### config.mk
export PLATFORM = sky130hd
export DESIGN_NAME = mem_arbiter
export DESIGN_NICKNAME = d
export VERILOG_FILES = /design/src/rtl/mem_arbiter.sv
export SDC_FILE = /design/constraint.sdc
export NUM_CORES = 1
export LEC_CHECK = 0
export CAP_MARGIN = 0
export CORE_ASPECT_RATIO = 0.5
export CORE_MARGIN = 3
export CORE_UTILIZATION = 27
export CTS_CLUSTER_DIAMETER = 30
export CTS_CLUSTER_SIZE = 20
export DETAILED_ROUTE_END_ITERATION = 10
export PLACE_DENSITY_LB_ADDON = 0.12
export SLEW_MARGIN = 20
export SYNTH_ARGS = -nofsm -noshare
export SYNTH_HDL_FRONTEND = slang
export SYNTH_SLANG_ARGS = --single-unit
### constraint.sdc
create_clock -name clk -period 5.9 [get_ports clk]
set_clock_uncertainty 0.2 [all_clocks]
set_input_delay 1.475 -clock clk [delete_from_list [all_inputs] [get_ports clk]]
set_output_delay 1.475 -clock clk [all_outputs]
set_load 0.03 [all_outputs]
### src/rtl/mem_arbiter.sv
// Round-robin arbiter sharing a single-port, 1-cycle-latency RAM between an
// instruction-fetch port (0) and a data port (1), with a bounded port-1 lock.
module mem_arbiter #(
  parameter int DATA_WIDTH = 12,
  parameter int LOCK_MAX   = 16
) (
  input  logic                  clk,
  input  logic                  rst,
  input  logic                  p0_req,
  input  logic                  p0_we,
  input  logic [DATA_WIDTH-1:0] p0_addr,
  input  logic [DATA_WIDTH-1:0] p0_wdata,
  output logic                  p0_gnt,
  output logic                  p0_rvalid,
  output logic [DATA_WIDTH-1:0] p0_rdata,
  input  logic                  p1_req,
  input  logic                  p1_we,
  input  logic [DATA_WIDTH-1:0] p1_addr,
  input  logic [DATA_WIDTH-1:0] p1_wdata,
  output logic                  p1_gnt,
  output logic                  p1_rvalid,
  output logic [DATA_WIDTH-1:0] p1_rdata,
  input  logic                  p1_lock,
  output logic                  lock_timeout,
  output logic [DATA_WIDTH-1:0] mem_addr,
  output logic                  mem_we,
  output logic [DATA_WIDTH-1:0] mem_wdata,
  input  logic [DATA_WIDTH-1:0] mem_rdata
);

  localparam int CNT_W = (LOCK_MAX > 1) ? $clog2(LOCK_MAX) : 1;

  typedef enum logic {ARB, LOCKED} state_t;

  state_t           state;
  logic             last_grant;
  logic             rd_pending;
  logic             rd_owner;
  logic             lock_block;
  logic [CNT_W-1:0] lock_cnt;

  logic grant0, grant1;
  logic hold_lock;
  logic timeout_now;

  // The lock only holds while p1 keeps p1_lock asserted; the cycle it drops,
  // port 0 already gets priority so a waiting fetch is not delayed further.
  assign hold_lock   = (state == LOCKED) & p1_lock;
  assign timeout_now = hold_lock & (lock_cnt == CNT_W'(LOCK_MAX - 1)) & ~rst;

  always_comb begin
    grant0 = 1'b0;
    grant1 = 1'b0;
    if (!rst) begin
      if (hold_lock) begin
        grant1 = p1_req;
      end else if (state == LOCKED) begin
        grant0 = p0_req;
        grant1 = p1_req & ~p0_req;
      end else if (p0_req & p1_req) begin
        grant0 = last_grant;
        grant1 = ~last_grant;
      end else begin
        grant0 = p0_req;
        grant1 = p1_req;
      end
    end
  end

  always_ff @(posedge clk) begin
    if (rst) begin
      state      <= ARB;
      last_grant <= 1'b1;
      rd_pending <= 1'b0;
      rd_owner   <= 1'b0;
      lock_cnt   <= '0;
      lock_block <= 1'b0;
    end else begin
      rd_pending <= (grant0 & ~p0_we) | (grant1 & ~p1_we);
      if (grant0 | grant1) begin
        rd_owner   <= grant1;
        last_grant <= grant1;
      end
      if (!p1_lock) lock_block <= 1'b0;
      case (state)
        ARB: begin
          if (grant1 & p1_lock & ~lock_block) begin
            state    <= LOCKED;
            lock_cnt <= '0;
          end
        end
        LOCKED: begin
          if (!p1_lock) begin
            state <= ARB;
            if (!grant0) last_grant <= 1'b1;
          end else if (timeout_now) begin
            // Forced release: p1 must drop p1_lock before it may relock.
            state      <= ARB;
            lock_block <= 1'b1;
            last_grant <= 1'b1;
          end else begin
            lock_cnt <= lock_cnt + 1'b1;
          end
        end
        default: state <= ARB;
      endcase
    end
  end

  assign p0_gnt       = grant0;
  assign p1_gnt       = grant1;
  assign lock_timeout = timeout_now;

  assign mem_we    = grant0 ? p0_we    : (grant1 ? p1_we    : 1'b0);
  assign mem_addr  = grant0 ? p0_addr  : (grant1 ? p1_addr  : '0);
  assign mem_wdata = grant0 ? p0_wdata : (grant1 ? p1_wdata : '0);

  // A read in flight when reset arrives is dropped.
  assign p0_rvalid = rd_pending & ~rd_owner & ~rst;
  assign p1_rvalid = rd_pending &  rd_owner & ~rst;
  assign p0_rdata  = mem_rdata;
  assign p1_rdata  = mem_rdata;

endmodule

==> out/qor.txt, run 1 <==
status: finished clean
Tmin final: 5.11 ns
Min Hold Slack: 0.280 ns
Max Cap Viol: 0
sequential cell area fraction in the yosys report: 20.2%
Worst path slowest cell: clkdlybuf4s50_1
fmax: 196 MHz
Leakage: 0.677 nW
post-route setup slack: 0.791 ns
DP Area: 1520 um^2
synthesized netlist cell count: 105
Startpoint Class: input pin
Syn Nets: 173
most common cell after layout, fill and taps aside: clkdlybuf4s50_1
initial antenna violation count: 0
largest net degree at the start of global routing: 27
arrival time worst endpoint: 3.43 ns
final setup vio count: 0
syn_area_per_cell: 8.51 um^2
Internal: 0.000174 W
Clk Latency, worst-skew pair: 0.23 ns
R2R cell count: 4
Overall Global Routing Usage: 14.0%
hold_buf cts: 0
Longest Clk Path Bufs: 2
antenna-violating nets left: 0
die area: 4080 um^2
TNS Setup: 0 ns
power share of the combinational group: 46.2%
Area Growth Syn to Fin: 75.6%
PD cells: 161 nW/um^2
min-delay worst type: flip-flop to flip-flop
Worst slew margin: 76.3%
starting DRC count in detailed routing: 35
Crit. End Element: output port
Worst Hold Launch: lock_cnt[3]
cells along the critical path: clkdlybuf4s50_1 > and4b_1 > nor2b_1 > clkdlybuf4s50_1
critical path class: input pin to output port
Vias per Instance: 4.78
Synth Register Bits: 9
GPL Wtd Cong: 0.721
RSZ-0062 raised after global routing: false
drt total wl: 2980 um
cts repair resizes: 0
clock-pin slew on the worst setup and hold paths: 0.05 ns
clock network fraction of design power: 28.0%
Final Instance Area: 1570 um^2
DR pass1 iterations: 4
first-pass GRT wire length: 4370 um
H-tree Lvls: 1
Max stage delay on crit path: 0.71 ns
CP dominant cell by count: clkdlybuf4s50_1
Flop pwr share: 25.7%
max-slew violation count: 0
DRC: 0
hpwl dp: 2460 um
Final Hold Viols: 0
# rows: 14
input/output buffers: 84
Clock Sink Count: 9
Ports: 121
Final period util: 86.6%
Die W: 87.3 um
most frequent cells in the layout: 59 x clkdlybuf4s50_1, 28 x buf_4, 26 x a22o_1
share of cells above drive strength 1: 21.8%
postcts setup bufs: 0
sw frac: 31.3%
worst-margin pin slew: 0.354 ns
Max IR drop VDD: 0.156 mV
library cells used by synthesis: 31
DR WL/cell: 14.5 um
die height: 46.7 um
nets: 234
Crit path required time: 4.22 ns
Placement Setup Slack: 0.774 ns
Max FO, Critical Path: 9
core region area: 3080 um^2
CTS tree: done
vias in the first global route: 871
Hold Path Depth: 2
Ys Warns: 0
Clock Root Buffer: clkbuf_8
routed vias: 979
total congestion overflow: 0
R2R Setup Slk: 3.96 ns
worst r2r dst: last_grant
R2R Path Start: state
Antenna diodes: 0
cts bufs inserted: 3
Psw: 0.0000790 W
Mapped Area: 893 um^2
initial cell density of the core: 29.0%
hold path endpoint: lock_cnt[3]
power groups by stage:
| stage | clock network, W | registers (W) | logic (W) |
|---|---|---|---|
| detailed placement | 0 | 0.0000660 | 0.000117 |
| CTS | 0.0000730 | 0.0000649 | 0.000118 |
| global route | 0.0000779 | 0.0000650 | 0.000124 |
| finish | 0.0000708 | 0.0000650 | 0.000117 |
| floorplan | 0 | 0.0000655 | 0.0000866 |
| global placement | 0 | 0.0000659 | 0.000117 |
state kept, by name, summed over array words and instances, names as in the netlist:
| signal | count |
|---|---|
| last_grant | 1 |
| state | 1 |
| rd_owner | 1 |
| lock_cnt | 4 |
| rd_pending | 1 |
| lock_block | 1 |
metal layers:
| layer | vias to the layer above | track usage [%] | share of wire, % |
|---|---|---|---|
| li1 | 491 | - | - |
| met1 | 456 | 17.1 | 40 |
| met2 | 21 | 24.1 | 54 |
| met3 | 11 | 2.32 | 4.5 |
| met4 | 0 | 7.65 | 1.5 |
| met5 | - | 0 | 0 |
worst max path at each step:
| stage | start | slack [ns] | cells after the start | endpoint |
|---|---|---|---|---|
| after floorplan | rst | 1.31 | 6 | mem_addr[10] |
| after global placement | rst | 0.80 | 4 | lock_timeout |
| after detailed placement | rst | 0.77 | 4 | lock_timeout |
| after CTS | rst | 0.77 | 4 | lock_timeout |
| after global routing | rst | 0.63 | 4 | lock_timeout |
| final | rst | 0.79 | 4 | lock_timeout |
kinds of logic (layout without fill, tap and decap cells):
family | Yosys count | after routing | synth area share (%)
flip-flops | 9 | 9 | 20.2
buffers and inverters | 35 | 95 | 26.3
AND/OR/NAND/NOR | 21 | 21 | 16.0
AO/OA/AOI/OAI | 39 | 39 | 36.1
adder cells (fa/ha/maj) | 1 | 1 | 1.40
cells in the mapped netlist, drive strengths merged:
| master | count | area share [%] |
|---|---|---|
| buf | 28 | 23 |
| a22o | 26 | 25 |
| dfxtp | 9 | 20 |
| a21oi | 4 | 2.2 |
| inv | 4 | 1.7 |
| nor2 | 4 | 1.7 |
| a31o | 3 | 2.9 |
| clkbuf | 3 | 1.3 |
| nor3 | 2 | 1.7 |
| nor3b | 2 | 1.7 |
| o31ai | 2 | 1.7 |
| or3 | 2 | 1.4 |
| a21bo | 1 | 1.1 |
| and2 | 1 | 0.70 |
| and3 | 1 | 0.70 |
| and4b | 1 | 1.1 |
| ha | 1 | 1.4 |
| nand2 | 1 | 0.42 |
| nand3 | 1 | 0.56 |
| nand4bb | 1 | 1.3 |
| nor2b | 1 | 0.70 |
| nor4 | 1 | 0.70 |
| nor4b | 1 | 0.98 |
| o211a | 1 | 1.1 |
| o21ai | 1 | 0.56 |
| o22a | 1 | 0.98 |
| or2b | 1 | 0.84 |
| or4b | 1 | 1.5 |
final cells by class:
type	instances	area [um^2]
clock buffers	4	45.0
flip-flops and latches	9	180
well taps	40	50.0
inverters	4	15.0
fillers	293	1510
repair buffers	87	801
multi-input cells	61	478
worst max-delay path: cells and delay by family:
| kind | cells | cell delay [ns] |
|---|---|---|
| simple gates | 2 | 0.68 |
| buf+inv | 2 | 1.27 |
through the flow:
stage	util (%)	instances	total power (W)
2_1_floorplan	-	105	0.000152
3_3_place_gp	49.4	201	0.000183
3_5_place_dp	49.4	201	0.000183
4_1_cts	50.9	205	0.000256
5_1_grt	50.9	205	0.000267
6_report	50.9	205	0.000253
Note: power is estimated with default switching activity, not from simulation.
==> inputs of run 2 (changes only) <==
Settings changed: CELL_PAD_IN_SITES_DETAIL_PLACEMENT from default to 1, CELL_PAD_IN_SITES_GLOBAL_PLACEMENT from default to 1, CORE_UTILIZATION 27 to 16, SLEW_MARGIN 20 to default.
==> out/qor.txt, run 2 (same netlist as run 1, synthesis figures left out) <==
largest net degree at the start of global routing: 28 (+3.7%)
Overall Global Routing Usage: 10.0% (-4.0 points)
die area: 6570 um^2 (+61%)
share of cells above drive strength 1: 6.67% (-15 points)
Max stage delay on crit path: 0.67 ns (-0.04 ns)
met3 routed WL: 187 um (+40%)
Max IR drop VDD: 0.0728 mV (-53%)
DRC: 0 (unchanged)
RSZ-0062 raised after global routing: false
vias in the first global route: 995 (+14%)
Largest register FFs: 4 (unchanged)
fmax: 189 MHz (-3.6%)
Startpoint Class: input pin
Top reg by flops: lock_cnt
Max Cap Viol: 0 (unchanged)
Ports: 121 (unchanged)
starting DRC count in detailed routing: 32 (-8.6%)
antenna-violating nets left: 0 (unchanged)
DR pass1 iterations: 4 (unchanged)
critical path class: input pin to output port
DR WL/cell: 14.4 um (-1.1%)
Clk Latency, worst-skew pair: 0.23 ns (about the same)
cells along the critical path: clkdlybuf4s50_1 > a21bo_1 > o211a_1 > buf_12 > a22o_1 > clkdlybuf4s50_1
hpwl dp: 2700 um (+9.6%)
Final period util: 89.8% (+3.2 points)
Longest Clk Path Bufs: 2 (unchanged)
cts bufs inserted: 3 (unchanged)
arrival time worst endpoint: 3.62 ns (+0.19 ns)
total congestion overflow: 0 (unchanged)
final setup vio count: 0 (unchanged)
most frequent cells in the layout: 84 x clkdlybuf4s50_1, 26 x a22o_1, 9 x dfxtp_1
Final Hold Viols: 0 (unchanged)
Leakage: 0.640 nW (-5.4%)
Vias per Instance: 4.24 (-11%)
Final Instance Area: 1690 um^2 (+7.6%)
routed vias: 997 (+1.8%)
clock-pin slew on the worst setup and hold paths: 0.04 ns (about the same)
Crit path required time: 4.22 ns (about the same)
Clock Root Buffer: clkbuf_8
# rows: 18 (+4)
CP delay by family, top: buffers and inverters
Fill cells: 612 (+110%)
initial cell density of the core: 17.3% (-12 points)
DP Area: 1640 um^2 (+7.8%)
initial antenna violation count: 0 (unchanged)
input/output buffers: 84 (unchanged)
CTS tree: done
Antenna diodes: 0 (unchanged)
min-delay worst type: flip-flop to flip-flop
PD cells: 155 nW/um^2 (-3.7%)
max-slew violation count: 0 (unchanged)
Metal-1 WL: 1330 um (+12%)
cts repair resizes: 0 (unchanged)
die height: 58.8 um (+26%)
worst-margin pin slew: 0.439 ns (+0.0851 ns)
Crit. End Element: output port
CP dominant cell by count: clkdlybuf4s50_1
register area: 180 um^2 (unchanged)
met2 routed WL: 1780 um (+10%)
uppermost routed layer: met4
Area Growth Syn to Fin: 88.9%
status: finished clean
Clock Sink Count: 9 (unchanged)
drt total wl: 3380 um (+13%)
Multi-input gate area: 484 um^2 (+1.3%)
H-tree Lvls: 1 (unchanged)
Worst path slowest cell: clkdlybuf4s50_1
Worst slew margin: 70.6% (-5.7 points)
TNS Setup: 0 ns (unchanged)
GPL Wtd Cong: 0.690 (-4.3%)
postcts setup bufs: 0 (unchanged)
most common cell after layout, fill and taps aside: clkdlybuf4s50_1
first-pass GRT wire length: 5180 um (+18%)
Max FO, Critical Path: 23 (+14)
core region area: 5160 um^2 (+67%)
nets: 234 (unchanged)
Die W: 112 um (+28%)
hold_buf cts: 0 (unchanged)
Bufs and invs on worst path: 3 (+1)
Tmin final: 5.30 ns (+0.190 ns)
run 2: final cells by class:
type                       count  share of cell area, %
timing repair buffer          87                   51.9
multi-input combinational     61                   28.7
sequential                     9                   10.7
tap                           70                   5.19
clock buffer                   4                   2.67
inverter                       4                  0.890
run 2: through the flow:
step	util (%)	worst slack, ns	hold WS [ns]	power (W)	std cells
final	32.7	0.601	0.272	0.000262	235
after global routing	32.7	0.484	0.307	0.000277	235
after CTS	32.7	0.571	0.280	0.000267	235
after detailed placement	31.9	0.590	0.274	0.000191	231
after global placement	31.9	0.608	0.269	0.000191	231
after floorplan	-	1.31	0.249	0.000152	105
run 2: worst paths after layout:
path                            cells past startpoint         from  slack (ns)      endpoint
worst max register to register                      3        state        4.07    last_grant
worst min-delay path                                2  lock_cnt[3]        0.27   lock_cnt[3]
worst max-delay path                                6      p1_lock        0.60  mem_addr[10]
worst min register to register                      2  lock_cnt[3]        0.27   lock_cnt[3]
run 2: metal layers:
layer / GRT usage [%] / vias up
li1: - / 494
met1: 10.7 / 468
met3: 2.67 / 12
met2: 18.3 / 23
met5: 0 / -
met4: 5.89 / 0
run 2: worst min-delay path, cell delays in order (launching register included):
cell	delay [ns]
dfxtp_1	0.31
o31ai_1	0.06
a21oi_1	0.05
run 2: where the power goes:
part | switching [W] | internal, W | leakage [nW] | total, W
sequential | 0.00000174 | 0.0000632 | 0.0734 | 0.0000649
clock | 0.0000252 | 0.0000472 | 0.0228 | 0.0000724
combinational | 0.0000550 | 0.0000693 | 0.544 | 0.000124
total | 0.0000820 | 0.000180 | 0.640 | 0.000262
==> inputs of run 3 (changes only) <==
Settings changed: REMOVE_ABC_BUFFERS from default to 1.
==> out/qor.txt, run 3 (same netlist as run 1, synthesis figures left out) <==
nets: 233 (-0.43%)
die height: 58.8 um (unchanged)
input/output buffers: 84 (unchanged)
fmax: 194 MHz (+2.6%)
die area: 6570 um^2 (unchanged)
share of cells above drive strength 1: 22.0% (+15 points)
vias in the first global route: 989 (-0.60%)
initial cell density of the core: 17.3% (unchanged)
CP dominant cell by count: clkdlybuf4s50_1
PD cells: 160 nW/um^2 (+3.3%)
Top reg by flops: lock_cnt
critical path class: input pin to output port
most common cell after layout, fill and taps aside: clkdlybuf4s50_1
Tmin final: 5.16 ns (-0.136 ns)
Clock Root Buffer: clkbuf_8
Leakage: 0.673 nW (+5.1%)
Max IR drop VDD: 0.0732 mV (+0.49%)
sw frac: 32.4% (+1.0 points)
Largest register FFs: 4 (unchanged)
worst setup path startpoint: rst
RSZ-0062 raised after global routing: false
CTS tree: done
status: finished clean
R2R Setup Slk: 3.77 ns (-0.30 ns)
power share of the combinational group: 46.0% (-1.5 points)
Max stage delay on crit path: 0.71 ns (+0.04 ns)
DR WL/cell: 17.1 um (+19%)
TNS Setup: 0 ns (unchanged)
DR pass1 iterations: 3 (-1)
worst r2r dst: last_grant
Worst path slowest cell: clkdlybuf4s50_1
hpwl dp: 3360 um (+25%)
Worst slew margin: 77.4% (+6.8 points)
Internal: 0.000173 W (-3.7%)
cts bufs inserted: 3 (unchanged)
hold_buf cts: 0 (unchanged)
H-tree Lvls: 1 (unchanged)
most frequent cells in the layout: 58 x clkdlybuf4s50_1, 28 x buf_4, 26 x a22o_1
total congestion overflow: 0 (unchanged)
DP Area: 1550 um^2 (-5.6%)
CP Capture Point: lock_timeout
largest net degree at the start of global routing: 28 (unchanged)
Die W: 112 um (unchanged)
Longest Clk Path Bufs: 2 (unchanged)
R2R Path Start: state
cts repair resizes: 0 (unchanged)
first-pass GRT wire length: 5760 um (+11%)
Flop pwr share: 25.4% (+0.6 points)
Clk Latency, worst-skew pair: 0.23 ns (about the same)
Vias per Instance: 4.27 (+0.73%)
Final period util: 87.5% (-2.3 points)
Ports: 121 (unchanged)
final setup vio count: 0 (unchanged)
routed vias: 1000 (+0.30%)
Clock Sink Count: 9 (unchanged)
Final Hold Viols: 0 (unchanged)
Startpoint Class: input pin
Max Cap Viol: 0 (unchanged)
placed cell count: 230 (-0.43%)
Max FO, Critical Path: 9 (-61%)
Psw: 0.0000827 W (+0.92%)
max-slew violation count: 0 (unchanged)
antenna-violating nets left: 0 (unchanged)
min-delay worst type: flip-flop to flip-flop
initial antenna violation count: 0 (unchanged)
Overall Global Routing Usage: 11.3% (+1.3 points)
starting DRC count in detailed routing: 29 (-9.4%)
core region area: 5160 um^2 (unchanged)
Crit path required time: 4.22 ns (about the same)
Area Growth Syn to Fin: 78.7%
drt total wl: 4010 um (+19%)
GPL Wtd Cong: 0.727 (+5.4%)
worst-margin pin slew: 0.334 ns (-0.106 ns)
CP delay by family, top: buffers and inverters
Final Instance Area: 1600 um^2 (-5.4%)
arrival time worst endpoint: 3.49 ns (-0.13 ns)
postcts setup bufs: 0 (unchanged)
Levels on crit path: 4 (-2)
clock network fraction of design power: 28.6% (+0.9 points)
# rows: 18 (unchanged)
cells along the critical path: clkdlybuf4s50_1 > and4b_1 > nor2b_1 > clkdlybuf4s50_1
Antenna diodes: 0 (unchanged)
clock-pin slew on the worst setup and hold paths: 0.05 ns (about the same)
DRC: 0 (unchanged)
Bufs and invs on worst path: 2 (-1)
Crit. End Element: output port
non-filler cells, final: 234 (-0.43%)
R2R cell count: 4 (+1)
==> run 3: layer usage <==
layer | up-vias | track usage (%) | routed length [um]
met4 | 2 | 1.56 | 0
met5 | - | 5.93 | 51
met2 | 50 | 18.6 | 1980
met3 | 2 | 7.80 | 514
met1 | 456 | 11.9 | 1470
li1 | 490 | - | -
==> run 3: cell type report <==
class / instances / area, um^2
Inverter: 4 / 15.0
Clock buffer: 4 / 45.0
Multi-Input combinational cell: 61 / 478
Timing Repair Buffer: 86 / 791
Sequential cell: 9 / 180
Fill cell: 600 / 3560
Tap cell: 70 / 87.6
==> run 3: metrics by stage <==
step / utilization, % / hold WS [ns] / worst slack [ns] / total power (W)
floorplan: - / 0.249 / 0.914 / 0.000119
global placement: 30.1 / 0.271 / 0.752 / 0.000185
detailed placement: 30.1 / 0.281 / 0.740 / 0.000185
CTS: 31.0 / 0.289 / 0.731 / 0.000259
global route: 31.0 / 0.327 / 0.582 / 0.000270
finish: 31.0 / 0.279 / 0.736 / 0.000256
==> run 3: power by group through the flow <==
stage | Clock [W] | Combinational, W | Sequential [W]
CTS | 0.0000747 | 0.000119 | 0.0000650
global route | 0.0000802 | 0.000125 | 0.0000653
detailed placement | 0 | 0.000119 | 0.0000662
global placement | 0 | 0.000118 | 0.0000663
finish | 0.0000731 | 0.000118 | 0.0000650
floorplan | 0 | 0.0000533 | 0.0000655
==> run 3: how the worst min path moves through the flow <==
stage                      from          end  cells past startpoint  slack, ns
floorplan           lock_cnt[3]  lock_cnt[3]                      2       0.25
global placement    lock_cnt[3]  lock_cnt[3]                      2       0.27
detailed placement  lock_cnt[3]  lock_cnt[3]                      2       0.28
CTS                 lock_cnt[3]  lock_cnt[3]                      2       0.29
global route        lock_cnt[3]  lock_cnt[3]                      2       0.33
finish              lock_cnt[3]  lock_cnt[3]                      2       0.28
==> run 3: tightest hold or removal path: cells and delay by family, from the launching register on <==
kind            cells  cell delay [ns]
compound gates      2             0.13
flops               1             0.31
